<file path="src/rtl/stopwatch_pkg.sv">
// Shared stopwatch types, event encoding and the action-priority resolver.
// Pure declarations; no latency, no backpressure.
package stopwatch_pkg;

    localparam int unsigned SW_CLKS_PER_TICK = 100_000_000;

    // Event vector bit index doubles as priority: the higher bit wins.
    localparam int EVT_W     = 4;
    localparam int EVT_LAP   = 0;
    localparam int EVT_START = 1;
    localparam int EVT_STOP  = 2;
    localparam int EVT_RESET = 3;

    typedef enum logic [1:0] {
        IDLE    = 2'd0,
        RUNNING = 2'd1,
        PAUSED  = 2'd2
    } sw_state_t;

    typedef enum logic [2:0] {
        ACT_NONE  = 3'd0,
        ACT_LAP   = 3'd1,
        ACT_START = 3'd2,
        ACT_STOP  = 3'd3,
        ACT_RESET = 3'd4
    } sw_act_t;

    // Events that mean nothing in the current state are masked first, so a
    // dropped higher-priority event cannot shadow a lower one that does apply.
    function automatic sw_act_t sw_pick_action(input sw_state_t st,
                                               input logic [EVT_W-1:0] evt);
        logic [EVT_W-1:0] w_app;
        sw_act_t          w_act;
        w_app = evt;
        if (st != RUNNING) begin
            w_app[EVT_STOP] = 1'b0;
            w_app[EVT_LAP]  = 1'b0;
        end else begin
            w_app[EVT_START] = 1'b0;
        end
        w_act = ACT_NONE;
        if (w_app[EVT_RESET])      w_act = ACT_RESET;
        else if (w_app[EVT_STOP])  w_act = ACT_STOP;
        else if (w_app[EVT_START]) w_act = ACT_START;
        else if (w_app[EVT_LAP])   w_act = ACT_LAP;
        return w_act;
    endfunction

endpackage

</file>
<file path="src/rtl/stopwatch_ctrl_btn_sync_edge.sv">
// Two-flop synchronizer plus rising-edge detect for one raw button.
// Event valid 2 cycles after first sample; no backpressure (event is a pulse).
module btn_sync_edge (
    input  logic clk,
    input  logic rst_n,
    input  logic btn_in,
    output logic evt_out
);

    logic r_sync1;
    logic r_sync2;
    logic r_prev;

    always_ff @(posedge clk or negedge rst_n) begin
        if (!rst_n) begin
            r_sync1 <= 1'b0;
            r_sync2 <= 1'b0;
            r_prev  <= 1'b0;
        end else begin
            r_sync1 <= btn_in;
            r_sync2 <= r_sync1;
            r_prev  <= r_sync2;
        end
    end

    assign evt_out = r_sync2 & ~r_prev;

endmodule

</file>
<file path="src/rtl/stopwatch_ctrl.sv">
// Stopwatch control FSM, prescaler timebase and lap hold.
// State/clear/lap update 2 edges after a button is first sampled; no backpressure.
module stopwatch_ctrl
    import stopwatch_pkg::*;
#(
    parameter int unsigned CLKS_PER_TICK = SW_CLKS_PER_TICK,
    parameter int unsigned PW            = $clog2(CLKS_PER_TICK)
) (
    input  logic clk,
    input  logic rst_n,
    input  logic btn_start,
    input  logic btn_stop,
    input  logic btn_reset,
    input  logic btn_lap,
    output logic tick_en,
    output logic clear,
    output logic running,
    output logic paused,
    output logic lap_hold
);

    localparam logic [PW-1:0] TC = PW'(CLKS_PER_TICK - 1);

    logic [EVT_W-1:0] w_evt;
    sw_act_t          w_act;
    sw_state_t        r_state;
    sw_state_t        w_state_nxt;
    logic [PW-1:0]    r_presc;
    logic             r_tick_en;
    logic             r_clear;
    logic             r_lap_hold;

    btn_sync_edge u_sync_start (
        .clk     (clk),
        .rst_n   (rst_n),
        .btn_in  (btn_start),
        .evt_out (w_evt[EVT_START])
    );

    btn_sync_edge u_sync_stop (
        .clk     (clk),
        .rst_n   (rst_n),
        .btn_in  (btn_stop),
        .evt_out (w_evt[EVT_STOP])
    );

    btn_sync_edge u_sync_reset (
        .clk     (clk),
        .rst_n   (rst_n),
        .btn_in  (btn_reset),
        .evt_out (w_evt[EVT_RESET])
    );

    btn_sync_edge u_sync_lap (
        .clk     (clk),
        .rst_n   (rst_n),
        .btn_in  (btn_lap),
        .evt_out (w_evt[EVT_LAP])
    );

    assign w_act = sw_pick_action(r_state, w_evt);

    always_ff @(posedge clk or negedge rst_n) begin
        if (!rst_n) r_state <= IDLE;
        else        r_state <= w_state_nxt;
    end

    always_comb begin
        w_state_nxt = r_state;
        case (w_act)
            ACT_RESET: w_state_nxt = IDLE;
            ACT_STOP:  w_state_nxt = PAUSED;
            ACT_START: w_state_nxt = RUNNING;
            default:   w_state_nxt = r_state;
        endcase
    end

    always_comb begin
        running = (r_state == RUNNING);
        paused  = (r_state == PAUSED);
    end

    // A stop on terminal count leaves the prescaler at TC, so resume ticks next cycle.
    always_ff @(posedge clk or negedge rst_n) begin
        if (!rst_n) begin
            r_presc <= '0;
        end else if (w_act == ACT_RESET || r_state == IDLE) begin
            r_presc <= '0;
        end else if (r_state == RUNNING && w_act != ACT_STOP) begin
            r_presc <= (r_presc == TC) ? '0 : r_presc + PW'(1);
        end
    end

    always_ff @(posedge clk or negedge rst_n) begin
        if (!rst_n) begin
            r_tick_en  <= 1'b0;
            r_clear    <= 1'b0;
            r_lap_hold <= 1'b0;
        end else begin
            r_tick_en <= (r_state == RUNNING) && (r_presc == TC) &&
                         (w_act != ACT_RESET) && (w_act != ACT_STOP);
            r_clear   <= (w_act == ACT_RESET);
            if (w_act == ACT_RESET)    r_lap_hold <= 1'b0;
            else if (w_act == ACT_LAP) r_lap_hold <= ~r_lap_hold;
        end
    end

    assign tick_en  = r_tick_en;
    assign clear    = r_clear;
    assign lap_hold = r_lap_hold;

endmodule

</file>
<file path="config.mk">
export PLATFORM = sky130hd
export DESIGN_NAME = stopwatch_ctrl
export DESIGN_NICKNAME = d
export VERILOG_FILES = /design/src/rtl/stopwatch_pkg.sv /design/src/rtl/stopwatch_ctrl_btn_sync_edge.sv /design/src/rtl/stopwatch_ctrl.sv
export SDC_FILE = /design/constraint.sdc
export NUM_CORES = 1
export LEC_CHECK = 0
export CAP_MARGIN = 20
export CORE_MARGIN = 2
export CORE_UTILIZATION = 42
export DETAILED_ROUTE_END_ITERATION = 12
export HOLD_SLACK_MARGIN = 0.03
export SYNTH_ARGS = -nofsm -noshare
export SYNTH_HDL_FRONTEND = slang
export SYNTH_SLANG_ARGS = --single-unit
export TNS_END_PERCENT = 5
</file>
<file path="constraint.sdc">
create_clock -name clk -period 2.2 [get_ports clk]
set_input_delay 0.66 -clock clk [delete_from_list [all_inputs] [get_ports clk]]
set_output_delay 0.66 -clock clk [all_outputs]
set_load 0.03 [all_outputs]
</file>
==> reports/qor.yml, run 1 <==
num_antenna_cells: 0
grt_max_degree: 24
grt_pass1_vias: 1565
final_cell_mix: "dfrtp_1, nor2_1, nand2_1, nand3_1, xor2_1"
post-route-min-period_ps: 2050
drt_iter0_drc: 93
yosysSeqAreaShare_pct: 53.5
placementRows: 25
synth_flop_cell: "dfrtp_1"
seq_power_share_pct: 49.9
arrival_ps: 2240
ctsHoldBuffers: 0
cts.clk_slew.worst_paths_ps: 80
synth_edf_count: 0
vias: 1568
hold_viol: 0
fin_nets: 226
clock_sinks: 44
nFillCells: 424
grt_overflow: 0
dieArea_um2: 5470
cap_viol_max_count: 0
ys_seq_elements: 44
required_ps: 2390
syn_inst: 198
critical_path_class: "reg -> reg"
syn_area_um2: 2060
drv_slew: 0
post-route-drc-count: 0
setup_viol: 0
hp-class: "in -> async"
largest_reg_flops: 27
grt_setup_unrepaired: "no"
htreeDepth: 2
track_usage_pct: 18.7
min_period_over_period_pct: 93.3
drt-pass1-iter-count: 4
cp-end-kind: "flip-flop"
synth_warnings: 0
io_buffer_count: 10
peakVddDrop_mv: 0.359
start_kind: "flip-flop"
post_cts_resized: 2
die_w_um: 74.0
worst_pin_slew_ps: 606
die_h_um: 74.0
setup_tns_ps: 0
grt_antenna_before_repair: 0
syn-num-nets: 205
ant_nets: 0
viasPerCell: 5.46
drive_gt1_share_pct: 11.8
hpwl_um: 3010
grt_pass1_wl_um: 7690
placed_cell_area_um2: 2300
p_int_mw: 1.30
max_freq_mhz: 487
p_clk_share_pct: 39.5
wl_um: 4360
cts.path.max_buffers: 2
synth.avg_cell_area_um2: 10.4
numCtsBuffers: 5
final_common_cell: "dfrtp_1"
status: "complete, no violations"
pwr-share-comb_pct: 10.6
async_flop_share_pct: 100
worstPathMaxFanout: 17
largest-register: "r_presc"
relSlewSlack_pct: 59.6
biggestRegsByFlops: "r_presc (27), r_state (2)"
routedWlPerCell_um: 15.2
start_util_pct: 43.5
io_pins: 11
p_sw_mw: 0.401
area_growth_syn_to_layout_pct: 17.8
gp_congestion: 0.849
power_density_nw_per_um2: 702
p_leak_nw: 1.03
core_area_um2: 4720
switching_share_pct: 23.6
cts_setup_buffers: 0
stdcell_area_um2: 2420
clk_latency_ps: 300
yosys.cell_types.count: 37
cts-root-buf: "clkbuf_8"
cts_tree: "built"
skew_ps: 6.17
==> kinds of logic (layout without fill, tap and decap cells) <==
kind of cell	after synthesis	count (layout)	share of synthesized area, %
simple gates	106	106	28.5
flops	44	44	53.5
compound gates	20	20	7.42
xor+xnor	19	19	8.09
buf+inv	8	30	1.82
fa+ha+maj	1	1	0.608
==> stage by stage <==
step           setup slack (ps)  util (%)  cells  total power, mW  hold slack, ps
2_1_floorplan               271         -    198            0.962             331
3_3_place_gp                197      48.7    279             1.04             333
3_5_place_dp                176      48.7    279             1.05             336
4_1_cts                     144      51.3    287             1.72             341
5_1_grt                    33.4      51.3    287             1.77             347
6_report                    148      51.3    287             1.70             327
==> final timing paths <==
path,cells after the start,endpoint,start,slack [ps]
setup / recovery,7,r_presc[8]$_DFFE_PN0P_,r_presc[0]$_DFFE_PN0P_,150
hold / removal,1,lap_hold$_DFFE_PN0P_,rst_n,330
setup reg to reg,7,r_presc[8]$_DFFE_PN0P_,r_presc[0]$_DFFE_PN0P_,150
hold reg to reg,0,u_sync_reset.r_sync2$_DFF_PN0_,u_sync_reset.r_sync1$_DFF_PN0_,350
max in group asynchronous,2,r_presc[7]$_DFFE_PN0P_,rst_n,1370
min in group clk,0,u_sync_reset.r_sync2$_DFF_PN0_,u_sync_reset.r_sync1$_DFF_PN0_,350
==> worst max-delay path, stage by stage, from the launching register on <==
cell      delay [ps]
dfrtp_1          390
ha_1             210
and4_4           290
nand4_4          180
or3_4            440
o221ai_4         190
buf_12           170
nor2_1            60
==> final cells by class <==
type,count,area [um^2],area share [%]
clock buffers,7,96.3,3.98
clock inverters,1,30.0,1.24
flip-flops and latches,44,1100,45.5
inverters,4,15.0,0.620
well taps,67,83.8,3.46
multi-input cells,146,918,37.9
repair buffers,18,178,7.33
==> per-layer routing <==
metal,up-vias,routed length [um],GRT usage (%)
met2,29,2080,30.2
met3,9,132,4.34
li1,753,-,-
met4,0,78,7.07
met5,-,0,0
met1,777,2070,24.7
==> power groups by stage <==
stage	sequential (mW)	combinational [mW]	clock, mW
floorplan	0.872	0.0907	0
global route	0.853	0.198	0.719
CTS	0.849	0.184	0.686
detailed placement	0.865	0.186	0
finish	0.849	0.181	0.672
global placement	0.863	0.181	0
==> cells in the mapped netlist (2+ instances only) <==
library cell	count	share of area [%]
xnor2_1	8	3.4
nor4_1	5	1.5
o211ai_1	6	2.2
nand4_1	10	3.0
or4_1	4	1.5
and4_1	3	1.3
nand2b_1	3	0.91
and3_1	5	1.5
nand3_1	14	3.4
nor2_1	27	4.9
and4_4	2	1.1
o21ai_0	4	0.97
nor3_1	3	0.73
xor2_1	11	4.7
dfrtp_1	44	54
inv_1	4	0.73
nand2_1	21	3.8
clkbuf_1	3	0.55
a21oi_1	3	0.73
No activity file was read; power rests on OpenSTA's default activity.
==> run 2, diff against run 1 <==
--- a/config.mk
+++ b/config.mk
@@ -5,9 +5,11 @@
 export SDC_FILE = /design/constraint.sdc
 export NUM_CORES = 1
 export LEC_CHECK = 0
+export ABC_CLOCK_PERIOD_IN_PS = 2200
 export CAP_MARGIN = 20
 export CORE_MARGIN = 2
 export CORE_UTILIZATION = 42
+export CTS_CLUSTER_SIZE = 16
 export DETAILED_ROUTE_END_ITERATION = 12
 export HOLD_SLACK_MARGIN = 0.03
 export SYNTH_ARGS = -nofsm -noshare
==> results of run 2 <==
No change in the layout: final DEF, timing and power equal those of run 1.
